$ cat src/rtl/uart_tx_arbiter_if.sv
// -----------------------------------------------------------------------------
// uart_tx_arbiter_if
//   Bundles the requester-side byte streams and the CoreUART write port that
//   uart_tx_arbiter sits between.
//
//   Signals
//     ch_valid   [NUM_CH]    channel i presents a byte on ch_data[8i+7:8i]
//     ch_data    [8*NUM_CH]  packed channel bytes
//     ch_last    [NUM_CH]    byte of channel i closes its packet
//     ch_ready   [NUM_CH]    one-hot pulse: byte of channel i consumed
//     uart_txrdy             CoreUART TXRDY (1 = holding register free)
//     uart_wen               CoreUART WEN, single-cycle pulse
//     uart_data  [8]         CoreUART DATA_IN, valid while uart_wen=1
//
//   Modports
//     master : producers + UART side (environment)
//     slave  : the arbiter
// -----------------------------------------------------------------------------
interface uart_tx_arbiter_if #(
   parameter int NUM_CH = 4
);
   logic [NUM_CH-1:0]   ch_valid;
   logic [8*NUM_CH-1:0] ch_data;
   logic [NUM_CH-1:0]   ch_last;
   logic [NUM_CH-1:0]   ch_ready;
   logic                uart_txrdy;
   logic                uart_wen;
   logic [7:0]          uart_data;

   modport master (
      output ch_valid,
      output ch_data,
      output ch_last,
      output uart_txrdy,
      input  ch_ready,
      input  uart_wen,
      input  uart_data
   );

   modport slave (
      input  ch_valid,
      input  ch_data,
      input  ch_last,
      input  uart_txrdy,
      output ch_ready,
      output uart_wen,
      output uart_data
   );
endinterface

$ cat src/rtl/uart_tx_arbiter.sv
// -----------------------------------------------------------------------------
// uart_tx_arbiter
//   Shares one CoreUART transmitter among NUM_CH byte-stream requesters.
//   Round-robin grant per packet; the grant stays locked on one channel until
//   its ch_last byte has been written. Every write is paced on TXRDY: after a
//   WEN pulse the arbiter waits for TXRDY to fall (bounded by ACK_TIMEOUT) and
//   then to rise again before the next write.
//
//   Ports
//     CLK          system clock, rising edge
//     RESET_N      asynchronous active-low reset
//     bus          uart_tx_arbiter_if.slave (channel streams + UART write port)
//     grant_id     current / last granted channel
//     busy         a packet is locked or a byte is in flight
//     timeout_err  sticky: TXRDY did not fall within ACK_TIMEOUT cycles
//
//   Optional feature (macro UART_TX_ARB_CHID_EN)
//     When defined, every new grant from IDLE first emits one header byte
//     {4'hA, 1'b0, grant_id[2:0]} with the same TXRDY pacing and no ch_ready,
//     followed by the payload bytes. When undefined the header state and its
//     logic do not exist.
//
//   Timing
//     All outputs are registered: a decision taken in state WRITE (or HDR)
//     shows up on uart_wen/uart_data/ch_ready in the following cycle, so the
//     grant-to-WEN latency is one cycle and consecutive WEN pulses are at
//     least four cycles apart.
// -----------------------------------------------------------------------------
module uart_tx_arbiter #(
   parameter int NUM_CH      = 4,
   parameter int ACK_TIMEOUT = 255
) (
   input  logic                      CLK,
   input  logic                      RESET_N,
   uart_tx_arbiter_if.slave          bus,
   output logic [$clog2(NUM_CH)-1:0] grant_id,
   output logic                      busy,
   output logic                      timeout_err
);
   localparam int          IDW     = $clog2(NUM_CH);
   // Last counter value still inside the acknowledge window.
   localparam logic [15:0] TO_LAST = 16'(ACK_TIMEOUT - 1);

   typedef enum logic [2:0] {
      IDLE     = 3'd0,
      WRITE    = 3'd1,
      WAIT_ACK = 3'd2,
`ifdef UART_TX_ARB_CHID_EN
      HDR      = 3'd4,
`endif
      WAIT_RDY = 3'd3
   } state_t;

   state_t            state_reg;
   logic [IDW-1:0]    rr_reg;
   logic [IDW-1:0]    grant_reg;
   logic              eop_reg;
   logic [15:0]       ack_cnt_reg;
   logic              wen_reg;
   logic [7:0]        data_reg;
   logic [NUM_CH-1:0] ch_ready_reg;
   logic              busy_reg;
   logic              timeout_err_reg;

   // Unpacked view of the channel bytes for indexed selection.
   logic [7:0] ch_byte [NUM_CH];

   generate
      for (genvar gi = 0; gi < NUM_CH; gi++) begin : g_unpack
         assign ch_byte[gi] = bus.ch_data[8*gi +: 8];
      end
   endgenerate

   // Round-robin search starting at rr+1. Iterating from the farthest
   // candidate down to the nearest lets the nearest valid channel win
   // without an early loop exit.
   logic           pick_found;
   logic [IDW-1:0] pick_id;

   always_comb begin
      pick_found = 1'b0;
      pick_id    = '0;
      for (int k = NUM_CH; k >= 1; k--) begin
         logic [IDW-1:0] idx;
         idx = IDW'((int'(rr_reg) + k) % NUM_CH);
         if (bus.ch_valid[idx]) begin
            pick_found = 1'b1;
            pick_id    = idx;
         end
      end
   end

   always_ff @(posedge CLK or negedge RESET_N) begin
      if (!RESET_N) begin
         state_reg       <= IDLE;
         rr_reg          <= IDW'(NUM_CH - 1);
         grant_reg       <= '0;
         eop_reg         <= 1'b0;
         ack_cnt_reg     <= '0;
         wen_reg         <= 1'b0;
         data_reg        <= '0;
         ch_ready_reg    <= '0;
         busy_reg        <= 1'b0;
         timeout_err_reg <= 1'b0;
      end else begin
         // WEN and ch_ready are single-cycle pulses by construction.
         wen_reg      <= 1'b0;
         ch_ready_reg <= '0;

         case (state_reg)
            IDLE: begin
               if (pick_found && bus.uart_txrdy) begin
                  grant_reg <= pick_id;
                  rr_reg    <= pick_id;
                  busy_reg  <= 1'b1;   // busy doubles as the packet lock
`ifdef UART_TX_ARB_CHID_EN
                  state_reg <= HDR;
`else
                  state_reg <= WRITE;
`endif
               end
            end

`ifdef UART_TX_ARB_CHID_EN
            HDR: begin
               wen_reg     <= 1'b1;
               data_reg    <= {4'hA, 1'b0, 3'(grant_reg)};
               // Not end-of-packet: WAIT_RDY then waits for the payload byte.
               eop_reg     <= 1'b0;
               ack_cnt_reg <= '0;
               state_reg   <= WAIT_ACK;
            end
`endif

            WRITE: begin
               wen_reg                 <= 1'b1;
               data_reg                <= ch_byte[grant_reg];
               ch_ready_reg[grant_reg] <= 1'b1;
               eop_reg                 <= bus.ch_last[grant_reg];
               ack_cnt_reg             <= '0;
               state_reg               <= WAIT_ACK;
            end

            WAIT_ACK: begin
               if (!bus.uart_txrdy) begin
                  state_reg <= WAIT_RDY;
               end else if (ack_cnt_reg == TO_LAST) begin
                  // UART never acknowledged; treat the byte as taken.
                  timeout_err_reg <= 1'b1;
                  state_reg       <= WAIT_RDY;
               end else begin
                  ack_cnt_reg <= ack_cnt_reg + 16'd1;
               end
            end

            WAIT_RDY: begin
               if (bus.uart_txrdy) begin
                  if (eop_reg) begin
                     busy_reg  <= 1'b0;
                     state_reg <= IDLE;
                  end else if (bus.ch_valid[grant_reg]) begin
                     state_reg <= WRITE;
                  end
               end
            end

            default: state_reg <= IDLE;
         endcase
      end
   end

   assign bus.uart_wen  = wen_reg;
   assign bus.uart_data = data_reg;
   assign bus.ch_ready  = ch_ready_reg;
   assign grant_id      = grant_reg;
   assign busy          = busy_reg;
   assign timeout_err   = timeout_err_reg;
endmodule
$ cat src/flat_wrapper.sv
// flat-port wrapper written by rule: the top's interface ports become plain ports
module uart_tx_arbiter_flat 
#(
   parameter int NUM_CH      = 4,
   parameter int ACK_TIMEOUT = 255
)
  (CLK, RESET_N, grant_id, busy, timeout_err, bus_ch_valid, bus_ch_data, bus_ch_last, bus_uart_txrdy, bus_ch_ready, bus_uart_wen, bus_uart_data);
  uart_tx_arbiter_if #(.NUM_CH(NUM_CH)) bus_i ();
  input  logic CLK;
  input  logic RESET_N;
  output logic [$clog2(NUM_CH)-1:0] grant_id;
  output logic busy;
  output logic timeout_err;
  input wire logic [$bits(bus_i.ch_valid)-1:0] bus_ch_valid;
  input wire logic [$bits(bus_i.ch_data)-1:0] bus_ch_data;
  input wire logic [$bits(bus_i.ch_last)-1:0] bus_ch_last;
  input wire logic [$bits(bus_i.uart_txrdy)-1:0] bus_uart_txrdy;
  output wire logic [$bits(bus_i.ch_ready)-1:0] bus_ch_ready;
  output wire logic [$bits(bus_i.uart_wen)-1:0] bus_uart_wen;
  output wire logic [$bits(bus_i.uart_data)-1:0] bus_uart_data;
  assign bus_i.ch_valid = bus_ch_valid;
  assign bus_i.ch_data = bus_ch_data;
  assign bus_i.ch_last = bus_ch_last;
  assign bus_i.uart_txrdy = bus_uart_txrdy;
  assign bus_ch_ready = bus_i.ch_ready;
  assign bus_uart_wen = bus_i.uart_wen;
  assign bus_uart_data = bus_i.uart_data;
  uart_tx_arbiter #(.NUM_CH(NUM_CH), .ACK_TIMEOUT(ACK_TIMEOUT)) u_core (.CLK(CLK), .RESET_N(RESET_N), .bus(bus_i), .grant_id(grant_id), .busy(busy), .timeout_err(timeout_err));
endmodule
$ cat config.mk
export PLATFORM = sky130hd
export DESIGN_NAME = uart_tx_arbiter_flat
export DESIGN_NICKNAME = d
export VERILOG_FILES = /design/src/rtl/uart_tx_arbiter_if.sv /design/src/rtl/uart_tx_arbiter.sv /design/src/flat_wrapper.sv
export SDC_FILE = /design/constraint.sdc
export NUM_CORES = 1
export LEC_CHECK = 0
export ABC_AREA = 1
export CORE_MARGIN = 4
export CORE_UTILIZATION = 45
export DETAILED_ROUTE_END_ITERATION = 8
export GPL_TIMING_DRIVEN = 0
export PLACE_DENSITY_LB_ADDON = 0.08
export SETUP_SLACK_MARGIN = 0.05
export SLEW_MARGIN = 15
export SYNTH_ARGS = -nofsm -noshare
export SYNTH_HDL_FRONTEND = slang
export SYNTH_SLANG_ARGS = --single-unit
$ cat constraint.sdc
create_clock -name CLK -period 1.6 [get_ports CLK]
set_clock_uncertainty 0.15 [all_clocks]
set_input_delay 0.24 -clock CLK [delete_from_list [all_inputs] [get_ports CLK]]
set_output_delay 0.24 -clock CLK [all_outputs]
set_load 0.1 [all_outputs]
# Word level (Yosys, flattened, before mapping)
# Cells that the tools add are included.
dict set report totals {
  input_bits 43
  latch_bits 0
  n_memories 0
  rom_bits 0
  ramBits 0
  word_cells 85
  ff_bits 39
}
dict set report classes {
  n_lt_le_gt_ge 7
  n_reduce_logical 10
  addsub 5
  n_eq_ne 11
  n_shift 0
  n_bitwise 1
  div 0
  multipliers 0
  mux 41
}
# cell n
set op_table {}
lappend op_table {{16-bit two-way mux} 2}
lappend op_table {{16-bit one-hot mux with 2 select lines} 1}
lappend op_table {{3-bit two-way mux} 6}
lappend op_table {{16-bit by 1-bit adder with 16-bit output (second input constant)} 1}
lappend op_table {{8-bit binary-select mux with 2-bit select} 1}
lappend op_table {{16-bit by 8-bit equality test with 1-bit output (second input constant)} 1}
lappend op_table {{8-bit two-way mux} 2}
lappend op_table {{2-bit by 3-bit < comparator with 1-bit output (second input constant)} 5}
lappend op_table {{1-bit two-way mux} 15}
lappend op_table {{1-bit binary-select mux with 2-bit select} 6}
lappend op_table {{3-bit one-hot mux with 4 select lines} 1}
lappend op_table {{2-bit two-way mux} 4}
lappend op_table {{4-bit AND reduction} 2}
lappend op_table {{3-bit by 2-bit equality test with 1-bit output (second input constant)} 2}
lappend op_table {{2-bit != test (second input constant)} 3}
lappend op_table {{3-bit AND reduction} 2}
lappend op_table {{2-bit by 1-bit adder with 2-bit output (second input constant)} 2}
lappend op_table {{2-bit adder (second input constant)} 2}
lappend op_table {{4-bit two-way mux} 1}
lappend op_table {{2-bit by 1-bit != test with 1-bit output (second input constant)} 2}
lappend op_table {{2-bit nonzero test} 2}
lappend op_table {{3-bit by 1-bit equality test with 1-bit output (second input constant)} 1}
lappend op_table {{3-bit >= comparator (second input constant)} 1}
lappend op_table {{3-bit zero test} 1}
lappend op_table {{8 further kinds} 9}

# Logic depth before layout (Yosys ltp)
dict set report logic_depth {
  word_depth 10
  depth_mapped 11
  depth_no_buf 11
}

# Least setup slack after synthesis
# OpenSTA, ideal clock, no wires.
dict set report synth_path {
  kind {register to register}
  start {reg u_core.grant_reg[1], in the netlist u_core.grant_id[1]}
  end {reg u_core.state_reg[0]}
  n_path_buf 1
  arrival_time_ns 1.893
  period_less_slack_ns 2.160
  required_time_ns 1.333
  stages_incl_launch_ff 11
  path_slack_ns -0.560
  cell_sequence {dfrtp_1 -> buf_4 -> inv_2 -> nor2_4 -> nand2_1 -> nand3_1 -> nor2_1 -> a21oi_2 -> nand2_1 -> nand2_1 -> nand2_1}
}
dict set report synth_via {
  elab_chain_len 4
}
# item line_no
set synth_lines {}
lappend synth_lines {{from (decl)} uart_tx_arbiter.sv:56} ;# logic [IDW-1:0] grant_reg;
lappend synth_lines {{from (signal assigned)} uart_tx_arbiter.sv:113} ;# grant_reg <= pick_id;
lappend synth_lines {{1-bit binary-select mux with 2-bit select} uart_tx_arbiter.sv:161} ;# end else if (bus.ch_valid[grant_reg]) begin
lappend synth_lines {{1-bit two-way mux (not written as such)} uart_tx_arbiter.sv:161}
lappend synth_lines {{3-bit by 1-bit != test with 1-bit output (no source line)} n/a}
lappend synth_lines {{4-bit AND reduction (no source line)} n/a}
lappend synth_lines {{to (signal assigned)} uart_tx_arbiter.sv:160} ;# state_reg <= IDLE;
lappend synth_lines {{to (signal assigned)} uart_tx_arbiter.sv:162} ;# state_reg <= WRITE;
lappend synth_lines {{to (signal assigned)} uart_tx_arbiter.sv:167} ;# default: state_reg <= IDLE;
lappend synth_lines {{to (decl)} uart_tx_arbiter.sv:54} ;# state_t state_reg;
# No other way between the ends. The select of a mux whose other input is x is not followed.
# A chain may end at the register's enable or synchronous reset.

# Worst setup path after layout
dict set report layout_path {
  start {reg u_core.ack_cnt_reg[0]}
  end {reg u_core.ack_cnt_reg[12]}
}
dict set report layout_via {
  elab_chain_len 4
}
# item line_no
set layout_lines {}
lappend layout_lines {{from (decl)} uart_tx_arbiter.sv:58} ;# logic [15:0] ack_cnt_reg;
lappend layout_lines {{from (signal assigned)} uart_tx_arbiter.sv:152} ;# ack_cnt_reg <= ack_cnt_reg + 16'd1;
lappend layout_lines {{16-bit by 1-bit adder with 16-bit output} uart_tx_arbiter.sv:152}
lappend layout_lines {{16-bit two-way mux} uart_tx_arbiter.sv:147} ;# end else if (ack_cnt_reg == TO_LAST) begin
lappend layout_lines {{16-bit two-way mux} uart_tx_arbiter.sv:145} ;# if (!bus.uart_txrdy) begin
lappend layout_lines {{16-bit one-hot mux with 2 select lines} uart_tx_arbiter.sv:110} ;# case (state_reg)
# Several ways; a longest one is shown, not always the timed one. The select of a mux whose other input is x is not followed.

==> results.json <==
{
  "fin_cells": 503,
  "io_pins": 60,
  "h-tree-depth": 2,
  "core_sq_um": 5270,
  "r2r_start": "u_core.ack_cnt_reg[0]",
  "ir_worst_vdd_mv": 1.35,
  "antenna_found_initial": 0,
  "tightest_slew_ns": 0.511,
  "post-route-util": 0.686,
  "setup_viol": 21,
  "first_pass_iters": 4,
  "reg2reg_depth": 11,
  "io_buffers": 59,
  "timing.hold.ws_ns": 0.208,
  "wl_mm": 7.10,
  "synth_nets": 392,
  "syn_to_final_growth_pct": 43.8,
  "cpLargestDelayFamily": "simple AND/OR/NAND/NOR gates",
  "drc_errors": 0,
  "crit_path_end": "u_core.ack_cnt_reg[12]",
  "vias": 2576,
  "via_per_inst": 5.12,
  "post_drt_wl_per_cell_um": 14.1,
  "fp.dieW_um": 82.8,
  "fillCellCount": 448,
  "seq_area_frac_synth": 0.379,
  "power_density_nw_per_um2": 1890,
  "synth-edff-count": 0,
  "synthesis.area_sq_um": 2510,
  "die_h_um": 82.8,
  "cpMaxStageDelayCell": "dfrtp_2",
  "finalHoldViolCount": 0,
  "synthCells": 343,
  "cp_max_fo": 10,
  "cp.required_ns": 1.68,
  "groute.layer.met3.usage": 0.0629,
  "overflow": 0,
  "dp_cells": 473,
  "cts_sinks": 38,
  "slew_violations": 0,
  "final_cell_mix": "nand2_1, clkdlybuf4s50_1, dfrtp_1",
  "grt_util_all_layers": 0.218,
  "use_met1": 0.248,
  "crit_arrival_ns": 1.78,
  "insertedDiodeCount": 0,
  "detail-route-antenna-nets": 0,
  "fin_crit_sh": 1.06,
  "leakage_nw": 1.65,
  "clk_pin_slew_ns": 0.08,
  "worstSkewPairLatency_ns": 0.29,
  "clockBufferDepth": 2,
  "endpoint_kind": "flop",
  "cts_tree": "built",
  "avgSynthCellArea_sq_um": 7.33,
  "ys_ff_latch": 38,
  "async_flop_share": 1.00,
  "gr-max-usage-layer": "met2",
  "failed_checks": "setup timing",
  "crit_type": "reg -> reg",
  "grt_setup_unrepaired": "yes",
  "timing.critical_path.from": "u_core.ack_cnt_reg[0]",
  "use_met2": 0.386,
  "r2r-end": "u_core.ack_cnt_reg[12]",
  "worst_slack_ns": -0.102,
  "synth_top_area_frac": 0.358,
  "cp_num_buf_inv": 3,
  "start_util": 0.477,
  "yosys_warnings": 0,
  "grt_pass1_vias": 2625,
  "slew_headroom": 0.661,
  "fmax_mhz": 588,
  "synth_cell_types": 33,
  "synth_largest_area_cell": "dfrtp_1",
  "final_common_cell": "nand2_1",
  "die_area_sq_um": 6850,
  "rrSetupSlack_ns": -0.10,
  "start_kind": "flop",
  "cp_num_cells": 11,
  "status": "finished with violations",
  "largest_reg_flops": 16,
  "gp_congestion": 0.878,
  "synthFlopType": "dfrtp_1",
  "grt_max_degree": 28,
  "dp_hpwl_mm": 4.91,
  "critPathMaxStageDelay_ns": 0.44,
  "crit_chain": "inv_2, ha_4, nand3_2, nor3_2, nand2_2, nand2_4, nand2_4, clkinv_4, buf_12, nand2_2, o21ai_2",
  "maxCapViolCount": 0,
  "min_period_ns": 1.70,
  "rows": 26,
  "cts_buffers": 5,
  "layout.nets": 481,
  "hold_class": "in -> async",
  "layout-drive-gt1-share": 0.314,
  "drtIter0Drc": 92,
  "synthTopCellsByArea": "dfrtp_1, nand2_1, nand3_1",
  "grt_pass1_wl_mm": 11.5,
  "root_buffer": "clkbuf_8"
}
==> worst register-to-register path: stages, from the launching register on <==
cell and delay, ns:
dfrtp_2 0.44, inv_2 0.08, ha_4 0.12, nand3_2 0.07, nor3_2 0.15, nand2_2 0.12, nand2_4 0.11, nand2_4 0.07
clkinv_4 0.08, buf_12 0.14, nand2_2 0.06, o21ai_2 0.05
==> where the power goes <==
part / switching, mW / internal, mW / total (mW)
clock network: 0.353 / 0.467 / 0.821
logic: 3.05 / 1.51 / 4.56
registers: 0.194 / 1.26 / 1.46
total: 3.59 / 3.24 / 6.83
==> repair_timing <==
action	CTS	global route
pin swaps	13	9
hold endpoints to repair	32	0
hold buffers	1	0
buffers inserted	18	2
setup endpoints to repair	49	32
gates cloned	1	1
gates resized for setup	115	22
==> cell type report <==
class	count	area, sq um	area share
timing repair buffer	82	717	0.198
tap	70	87.6	0.0242
clock buffer	7	76.3	0.0211
clock inverter	1	30.0	0.00830
buffer	9	115	0.0318
sequential	38	963	0.266
inverter	36	148	0.0408
multi-input combinational	260	1480	0.409
==> Yosys cell counts, types with 3 or more instances <==
cell,count
nor2_4,3
ha_1,6
nand2_1,120
buf_4,3
o21bai_1,3
dfrtp_1,36
nor3_1,6
nor2_1,33
nand3_1,28
o21ai_2,9
xor2_1,7
a22oi_1,7
nand2_2,11
nand4_1,6
a41oi_1,5
inv_1,31
o21ai_0,6
==> layer usage <==
layer / up-vias / routed length (um)
met4: 0 / 197
met5: - / 0
met2: 72 / 3600
met3: 24 / 405
met1: 1199 / 2900
li1: 1281 / -
==> worst min path at each step <==
stage                             from                 endpoint  slack [ns]
2_1_floorplan                  RESET_N    u_core.ack_cnt_reg[0]       -0.21
3_3_place_gp   u_core.bus.uart_data[3]  u_core.bus.uart_data[3]        0.32
3_5_place_dp                   RESET_N    u_core.ack_cnt_reg[2]      0.0006
4_1_cts                        RESET_N    u_core.ack_cnt_reg[2]        0.21
5_1_grt                        RESET_N    u_core.ack_cnt_reg[2]        0.25
6_report                       RESET_N    u_core.ack_cnt_reg[2]        0.21
==> kinds of logic (layout without fill, tap and decap cells) <==
| logic type | count (synthesis) | after routing | synth area share |
|---|---|---|---|
| fa+ha+maj | 6 | 6 | 0.0298 |
| simple gates | 213 | 213 | 0.375 |
| xor+xnor | 7 | 7 | 0.0244 |
| flops | 38 | 38 | 0.379 |
| compound gates | 34 | 34 | 0.101 |
| buf+inv | 45 | 135 | 0.0905 |
==> through the flow <==
stage               cell area [sq um]  total power [mW]  worst slack [ns]  TNS, ns
CTS                              3520              6.55           -0.0698   -0.973
finish                           3620              6.83            -0.102    -1.57
floorplan                        2560              4.49            -0.126   -0.252
detailed placement               3260              5.43            -0.315    -9.67
global placement                 3240              5.40             -1.14   -42.25
global route                     3620              7.29            -0.185    -3.53
(Power assumes the default switching activity.)
